**src/rtl/m_bp_resolve_queue.sv**
```systemverilog
// In-order queue of predicted conditional branches between fetch and execute.
// Resolves oldest-first, drives the gshare update port, and flags mispredicts.
module m_bp_resolve_queue #(
  parameter int DEPTH = 4,
  parameter int IDXW  = 5,
  parameter int AW    = 32
) (
  input  logic            w_clk,
  input  logic            w_rst,
  input  logic            w_enq,
  input  logic [IDXW-1:0] w_enq_idx,
  input  logic [AW-1:0]   w_enq_pc,
  input  logic            w_enq_pred,
  input  logic            w_res,
  input  logic            w_res_tkn,
  input  logic [AW-1:0]   w_res_tgt,
  input  logic            w_flush,
  output logic            w_full,
  output logic            w_empty,
  output logic            r_upd_we,
  output logic [IDXW-1:0] r_upd_adr,
  output logic            r_upd_tkn,
  output logic            r_mispred,
  output logic [AW-1:0]   r_redirect_pc,
  output logic [31:0]     r_nbr,
  output logic [31:0]     r_nmiss,
  output logic            r_err
);

  localparam int PW = $clog2(DEPTH);
  localparam int CW = PW + 1;

  logic [PW-1:0]   head, tail, head_next;
  logic [CW-1:0]   count;

  logic [IDXW-1:0] mem_idx  [DEPTH];
  logic [AW-1:0]   mem_pc   [DEPTH];
  logic            mem_pred [DEPTH];

  logic res_acc, enq_acc, mis_now, squash;

  assign w_full  = (count == CW'(DEPTH));
  assign w_empty = (count == '0);

  // Full is judged on the pre-resolve count: a slot freed this cycle is not reused.
  always_comb begin
    res_acc   = w_res & ~w_empty;
    mis_now   = res_acc & (mem_pred[head] != w_res_tkn);
    enq_acc   = w_enq & ~w_full & ~w_flush & ~mis_now;
    squash    = mis_now | w_flush;
    head_next = head + PW'(res_acc);
  end

  always_ff @(posedge w_clk) begin
    if (enq_acc) begin
      mem_idx[tail]  <= w_enq_idx;
      mem_pc[tail]   <= w_enq_pc;
      mem_pred[tail] <= w_enq_pred;
    end
  end

  always_ff @(posedge w_clk or posedge w_rst) begin
    if (w_rst) begin
      head  <= '0;
      tail  <= '0;
      count <= '0;
    end else begin
      head <= head_next;
      if (squash) begin
        tail  <= head_next;
        count <= '0;
      end else begin
        tail  <= tail + PW'(enq_acc);
        count <= count + CW'(enq_acc) - CW'(res_acc);
      end
    end
  end

  always_ff @(posedge w_clk or posedge w_rst) begin
    if (w_rst) begin
      r_upd_we      <= 1'b0;
      r_upd_adr     <= '0;
      r_upd_tkn     <= 1'b0;
      r_mispred     <= 1'b0;
      r_redirect_pc <= '0;
      r_nbr         <= '0;
      r_nmiss       <= '0;
      r_err         <= 1'b0;
    end else begin
      r_upd_we  <= res_acc;
      r_mispred <= mis_now;
      if (res_acc) begin
        r_upd_adr     <= mem_idx[head];
        r_upd_tkn     <= w_res_tkn;
        r_redirect_pc <= w_res_tkn ? w_res_tgt : mem_pc[head] + AW'(4);
        r_nbr         <= r_nbr + 32'd1;
      end
      if (mis_now)
        r_nmiss <= r_nmiss + 32'd1;
      if (w_res & w_empty)
        r_err <= 1'b1;
    end
  end

endmodule

```
**config.mk**
```make
export PLATFORM = sky130hd
export DESIGN_NAME = m_bp_resolve_queue
export DESIGN_NICKNAME = d
export VERILOG_FILES = /design/src/rtl/m_bp_resolve_queue.sv
export SDC_FILE = /design/constraint.sdc
export NUM_CORES = 1
export LEC_CHECK = 0
export CAP_MARGIN = 30
export CORE_MARGIN = 2
export CORE_UTILIZATION = 55
export CTS_BUF_LIST = sky130_fd_sc_hd__clkbuf_2 sky130_fd_sc_hd__clkbuf_4 sky130_fd_sc_hd__clkbuf_8
export CTS_CLUSTER_DIAMETER = 120
export DETAILED_ROUTE_END_ITERATION = 12
export PLACE_DENSITY_LB_ADDON = 0.25
export SLEW_MARGIN = 20
export SYNTH_ARGS = -nofsm -noshare
export SYNTH_HDL_FRONTEND = slang
export SYNTH_SLANG_ARGS = --single-unit
```
**constraint.sdc**
```tcl
create_clock -name w_clk -period 7.1 [get_ports w_clk]
set_input_delay 1.42 -clock w_clk [delete_from_list [all_inputs] [get_ports w_clk]]
set_output_delay 1.42 -clock w_clk [all_outputs]
set_load 0.01 [all_outputs]
```
==> results.md, run 1 <==
* Largest net degree at the start of global routing at 76
* Final setup vio count at 0
* Port Buf Inserts at 182
* GRT overflow at 0
* Area growth syn-to-layout at 27.3%
* Clock Skews at 0.0109 ns
* Min-delay src: r_err$_DFFE_PP0P_
* Number of global-route vias before repair at 7028
* Core area at 19500 um2
* Full die area at 21000 um2
* Root Driver: clkbuf_8
* Yosys cell types at 42
* Reg-to-reg endpoint: count[2]$_DFF_PP0_
* Fmax achieved at 222 MHz
* Overall routing resource usage at 0.219
* Final setup TNS at 0 ns
* CTS Buf Count at 43
* WL per Instance at 18.2 um
* Power Total at 4.72 mW
* Synth cell count leaders: edfxtp_1, dfrtp_1, nand2_1
* Post-synth top area cell: edfxtp_1
* Drt total wl at 22.6 mm
* RSZ-0062 raised after global routing: no
* R2r setup slk at 2.66 ns
* Hold WC Path Type: register to register
* Worst Hold Depth at 1
* Worst setup SP type: input pin
* Ranking of synthesized cells by area: edfxtp_1, dfrtp_1, mux4_2, xnor2_1, xor2_1
* Setup crit end kind: register
* CP Data Required Time at 7.48 ns
* Part of the power in combinational logic at 0.311
* Die width at 145 um
* H-tree level count at 2
* Cell row count at 51
* Worst hold endpoint: r_err$_DFFE_PP0P_
* LEAKAGE at 5.31 nW
* Clk sinks at 264
* I/O Pins at 183
* Slew headroom at 0.415
* CTS resizes at 0
* Sequential share of power at 0.426
* TritonCTS clock tree: built
* CP Max Fanout at 52
* Syn Inst Count at 734
* Synthesized Nets at 818
* Max Slew Vio Count at 0
* Wire length of the first global-routing pass at 36.7 mm
* Most frequent cell after synthesis: edfxtp_1
* Crit path arrival time at 4.88 ns
* Ys flop type: edfxtp_1
* Power per cell area at 339 nW/um2
* Final antenna-violating net count at 0
* Gpl congestion at 0.822
* # DRC at 0
* Slew @ Worst Pin at 0.874 ns
* Via count at 6792
* Status: finished, final reports clean
* Register bit total from synthesis at 264
* Initial antenna violation count at 1
* Fin. Hold Viols at 0
* Synthesized area at 10900 um2
* Cells after DPL at 1163
* Post-route minimum period at 4.50 ns
* Synth top area share at 0.417
* CTS Hold Buffers Added at 0
* Post-synth EDFFs at 152
* Clock network fraction of total power at 0.263
* Critical setup path kind: input pin to register
* TritonRoute pass-1 iters at 4
* Max Cap Violations at 0
* Sequential area share after synthesis at 0.673
* Clk_lat worst skew at 0.54 ns
* Post-CTS setup buffers at 0
* Post-synthesis average cell area at 14.9 um2
* P_sw at 1.45 mW
* FFs w/ async S/R, synth at 0.424
* Worst R2R Path Depth at 14
* VDD IR max at 0.197 mV
* Layout Cells excl Fill at 1244
* Int Power at 3.27 mW
* Yosys Warn Count at 0
* CTS max path bufs at 3
* Reg2reg start: head[0]$_DFF_PP0_
* Starting DRT DRC Count at 298
* Vias per cell at 5.46
* Sw Ratio at 0.307
* Final worst-path cycle share at 0.634
* Post-DP HPWL at 15.3 mm
* Layout cells sized above 1 at 0.139
* Initial cell density of the core at 0.562
* Clock transition at path regs at 0.06 ns
* Die height at 145 um
* Final net count at 1029
==> final cells by class <==
class | count | area [um2]
multi-input cells | 436 | 3450
inverters | 8 | 32.5
fillers | 1307 | 5530
repair buffers | 192 | 1920
clock inverters | 17 | 77.6
well taps | 265 | 332
clock buffers | 61 | 752
diodes | 1 | 2.50
flip-flops and latches | 264 | 7370
==> power by group through the flow <==
stage                     Combinational, mW  Clock [mW]  Sequential [mW]
final                                  1.47        1.24             2.01
after floorplan                       0.850           0             2.09
after global placement                 1.45           0             2.03
after global routing                   1.59        1.35             2.04
after CTS                              1.48        1.28             2.01
after detailed placement               1.48           0             2.04
==> cells by family after synthesis <==
group	after synthesis	share of synthesized area
multiplexers	46	0.0860
flip-flops	264	0.673
AO/OA/AOI/OAI	59	0.0292
adder cells (fa/ha/maj)	8	0.00983
XOR/XNOR	92	0.0743
buffers and inverters	34	0.0142
AND/OR/NAND/NOR	231	0.113
==> placed cells by master (no fill, tap or decap), types with 7 or more instances in the layout <==
master | synthesis | layout
nand4_1 | 19 | 19
inv_1 | 8 | 7
o22ai_1 | 10 | 10
nand2_1 | 65 | 65
nor3_1 | 9 | 8
ha_1 | 7 | 7
xor2_1 | 38 | 38
nor2_1 | 32 | 32
nand3_1 | 43 | 43
edfxtp_1 | 152 | 152
clkbuf_8 | 0 | 47
clkdlybuf4s50_1 | 0 | 181
and3_1 | 31 | 30
clkbuf_4 | 0 | 14
a21oi_1 | 26 | 26
and4_1 | 9 | 9
buf_4 | 2 | 8
dfrtp_1 | 112 | 111
clkinv_1 | 0 | 12
xnor2_1 | 53 | 53
mux4_2 | 38 | 38
o21ai_0 | 18 | 18
==> per-layer routing <==
layer | vias to the layer above | share of wire | global-route usage
li1 | 3172 | - | -
met1 | 3339 | 0.42 | 0.296
met2 | 233 | 0.49 | 0.358
met3 | 48 | 0.069 | 0.0450
met4 | 0 | 0.023 | 0.0794
met5 | - | 0 | 0
==> through the flow <==
stage          setup slack, ns  hold WS, ns  utilization  cell area, um2
2_1_floorplan             1.39        0.493            -           10900
3_3_place_gp              2.21        0.460        0.671           13100
4_1_cts                   2.60        0.478        0.713           13900
5_1_grt                   2.32        0.496        0.716           13900
3_5_place_dp              2.09        0.465        0.671           13100
6_report                  2.60        0.476        0.716           13900
==> how the worst max path moves through the flow <==
stage	from	to	slack (ns)	cells past startpoint
2_1_floorplan	w_res_tkn	mem_idx[1][0]$_DFFE_PP_	1.39	6
3_3_place_gp	w_res	count[2]$_DFF_PP0_	2.21	14
3_5_place_dp	w_res	count[2]$_DFF_PP0_	2.09	14
4_1_cts	head[0]$_DFF_PP0_	count[2]$_DFF_PP0_	2.60	14
5_1_grt	head[0]$_DFF_PP0_	count[2]$_DFF_PP0_	2.32	14
6_report	w_res	count[2]$_DFF_PP0_	2.60	14
==> sequential cells by signal, summed over array words and instances, names as in the netlist <==
name,count
r_redirect_pc,32
mem_pc,128
r_nmiss,32
r_err,1
tail,2
r_upd_tkn,1
r_upd_we,1
r_nbr,32
count,3
mem_idx,20
r_mispred,1
mem_pred,4
head,2
r_upd_adr,5
==> worst max-delay path: stages <==
cell	delay (ns)
clkdlybuf4s50_1	0.57
o31ai_4	0.10
buf_4	0.30
nor2_1	0.74
nor2_2	0.15
nand3_1	0.31
ha_1	0.29
inv_1	0.05
ha_1	0.13
inv_1	0.04
fa_1	0.38
xor2_1	0.19
xnor2_1	0.14
nor3_1	0.06
Power figures use the tool's default switching activity.
==> run 2: changes to the inputs <==
--- a/config.mk
+++ b/config.mk
@@ -7,7 +7,7 @@
 export LEC_CHECK = 0
 export CAP_MARGIN = 30
 export CORE_MARGIN = 2
-export CORE_UTILIZATION = 55
+export CORE_UTILIZATION = 50
 export CTS_BUF_LIST = sky130_fd_sc_hd__clkbuf_2 sky130_fd_sc_hd__clkbuf_4 sky130_fd_sc_hd__clkbuf_8
 export CTS_CLUSTER_DIAMETER = 120
 export DETAILED_ROUTE_END_ITERATION = 12
==> constraint.sdc (replaced) <==
create_clock -name w_clk -period 4 [get_ports w_clk]
set_input_delay 0.8 -clock w_clk [delete_from_list [all_inputs] [get_ports w_clk]]
set_output_delay 0.8 -clock w_clk [all_outputs]
set_load 0.01 [all_outputs]
==> run 2 against run 1 <==
Total power is 80% higher. Count of clock-buffer cells in the layout is 5 higher. Sequential power is 79% higher. Critical path type is now register to register. Non-clock buffer count is 4 higher. Core utilization is 6.7 points lower. Combinational power is 78% higher. Final cell count is 1.4% higher. Highest routed layer unchanged. Worst hold slack worse by 0.0088 ns.
==> results.md, run 2 (synthesis gave the netlist of run 1 again) <==
* Starting DRT DRC Count at 264
* Final antenna-violating net count at 0
* CTS resizes at 0
* Clk_lat worst skew at 0.55 ns
* RSZ-0062 raised after global routing: no
* Initial cell density of the core at 0.506
* Root Driver: clkbuf_8
* Clock transition at path regs at 0.06 ns
* Crit path from: head[0]$_DFF_PP0_
* Vias per cell at 5.42
* Final net count at 1033
* Port Buf Inserts at 182
* Slew headroom at 0.501
* Part of the power in combinational logic at 0.307
* Fin util at 0.649
* I/O Pins at 183
* Worst R2R Path Depth at 14
* WL per Instance at 18.3 um
* CP peak stage delay at 0.53 ns
* Number of global-route vias before repair at 6941
* Hold WC Path Type: register to register
* Worst path cell trace: mux4_2, xnor2_2, nor2_1, nor2_2, nand3_1, buf_4, ha_1, inv_1, ha_1, inv_1, fa_1, xor2_1, xnor2_1, nor3_1
* Worst setup SP type: register
* Fin. Hold Viols at 0
* Reg2reg start: head[0]$_DFF_PP0_
* Setup crit end kind: register
* GRT overflow at 0
* Die height at 152 um
* Cell row count at 54
* Fmax achieved at 312 MHz
* CTS Hold Buffers Added at 0
* Min-delay src: r_nbr[31]$_DFFE_PP0P_
* Worst Hold Depth at 1
* CTS max path bufs at 3
* Max Slew Vio Count at 0
* Post-route minimum period at 3.20 ns
* LEAKAGE at 5.37 nW
* Clk sinks at 264
* Area growth syn-to-layout at 28.3%
* Largest net degree at the start of global routing at 58
* Clock Skews at 0.0240 ns
* Status: finished, final reports clean
* Full die area at 23100 um2
* TritonRoute pass-1 iters at 4
* R2r setup slk at 0.80 ns
* Critical path's slowest cell: mux4_2
* Max Cap Violations at 0
* Crit path arrival time at 3.66 ns
* Clock network fraction of total power at 0.271
* Reg-to-reg endpoint: count[2]$_DFF_PP0_
* Gpl congestion at 0.784
* P_sw at 2.60 mW
* CP Max Fanout at 5
* Initial antenna violation count at 0
* Post-DP HPWL at 15.6 mm
* Final setup vio count at 0
* Final worst-path cycle share at 0.801
* Most flops, register: mem_pc
* Sw Ratio at 0.306
* Layout cells sized above 1 at 0.148
* Max FFs per register at 128
* Int Power at 5.91 mW
* # DRC at 0
* Core area at 21600 um2
* VDD IR max at 0.360 mV
* Overall routing resource usage at 0.203
* TritonCTS clock tree: built
* Post-CTS setup buffers at 0
* Most common cell after layout, fill and taps aside: clkdlybuf4s50_1
* CP Data Required Time at 4.46 ns
* Fill cells at 1597
* Drt total wl at 23.1 mm
* Diode count at 0
* Sequential share of power at 0.421
* CTS Buf Count at 43
* Via count at 6839
* Wire length of the first global-routing pass at 37.5 mm
* Worst hold endpoint: r_nbr[31]$_DFFE_PP0P_
* Critical setup path kind: register to register
* Die width at 152 um
* Final setup TNS at 0 ns
* H-tree level count at 2
* Power per cell area at 607 nW/um2
* Most frequent cells in the layout: clkdlybuf4s50_1, edfxtp_1, dfrtp_1
* Slew @ Worst Pin at 0.749 ns
-- run 2: cell count changes in the layout (fill, tap and decap cells not counted), sizes merged --
cell / delta
buf: +4
clkbuf: +5
clkinv: -4
clkinvlp: -2
diode: -1
inv: +1
-- run 2: power by group through the flow --
stage	combinational [mW]	sequential (mW)	clock, mW
floorplan	1.51	3.70	0
global placement	2.63	3.63	0
detailed placement	2.66	3.64	0
CTS	2.66	3.59	2.37
global route	2.86	3.64	2.49
finish	2.62	3.59	2.31
-- run 2: per-layer routing --
metal  up-vias  share of wire  GRT usage
met5         -              0          0
met4         0          0.022     0.0685
met3        43          0.052     0.0382
met2       205           0.49      0.331
met1      3425           0.44      0.279
li1       3166              -          -
-- run 2: worst max path at each step --
stage	end	slack, ns	depth (start not counted)
6_report	count[2]$_DFF_PP0_	0.80	14
5_1_grt	count[2]$_DFF_PP0_	0.52	14
4_1_cts	count[2]$_DFF_PP0_	0.77	14
3_5_place_dp	count[2]$_DFF_PP0_	0.51	12
3_3_place_gp	count[2]$_DFF_PP0_	0.58	12
2_1_floorplan	mem_idx[1][0]$_DFFE_PP_	0.12	7
-- run 2: metrics by stage --
stage | worst slack [ns] | instance area, um2 | power, mW | std cells | hold WS [ns]
6_report | 0.796 | 14000 | 8.52 | 1262 | 0.467
5_1_grt | 0.521 | 14000 | 8.99 | 1262 | 0.497
4_1_cts | 0.773 | 14000 | 8.63 | 1262 | 0.470
3_5_place_dp | 0.511 | 13200 | 6.30 | 1184 | 0.457
3_3_place_gp | 0.581 | 13200 | 6.25 | 1184 | 0.458
2_1_floorplan | 0.121 | 11000 | 5.21 | 734 | 0.493
-- run 2: final cells by class --
| class | instances | area [um2] | area share |
|---|---|---|---|
| tap | 280 | 350 | 0.0250 |
| sequential | 264 | 7370 | 0.525 |
| inverter | 8 | 32.5 | 0.00232 |
| clock inverter | 12 | 57.6 | 0.00410 |
| timing repair buffer | 196 | 1950 | 0.139 |
| clock buffer | 66 | 815 | 0.0580 |
| multi-input combinational | 436 | 3460 | 0.247 |
-- run 2: worst max-delay path, delay by kind of cell (launching register included) --
family	cells	cell delay [ns]
simple gates	4	0.59
fa+ha+maj	3	0.77
buf+inv	3	0.29
flops	1	0.36
xor+xnor	3	0.59
mux	1	0.53
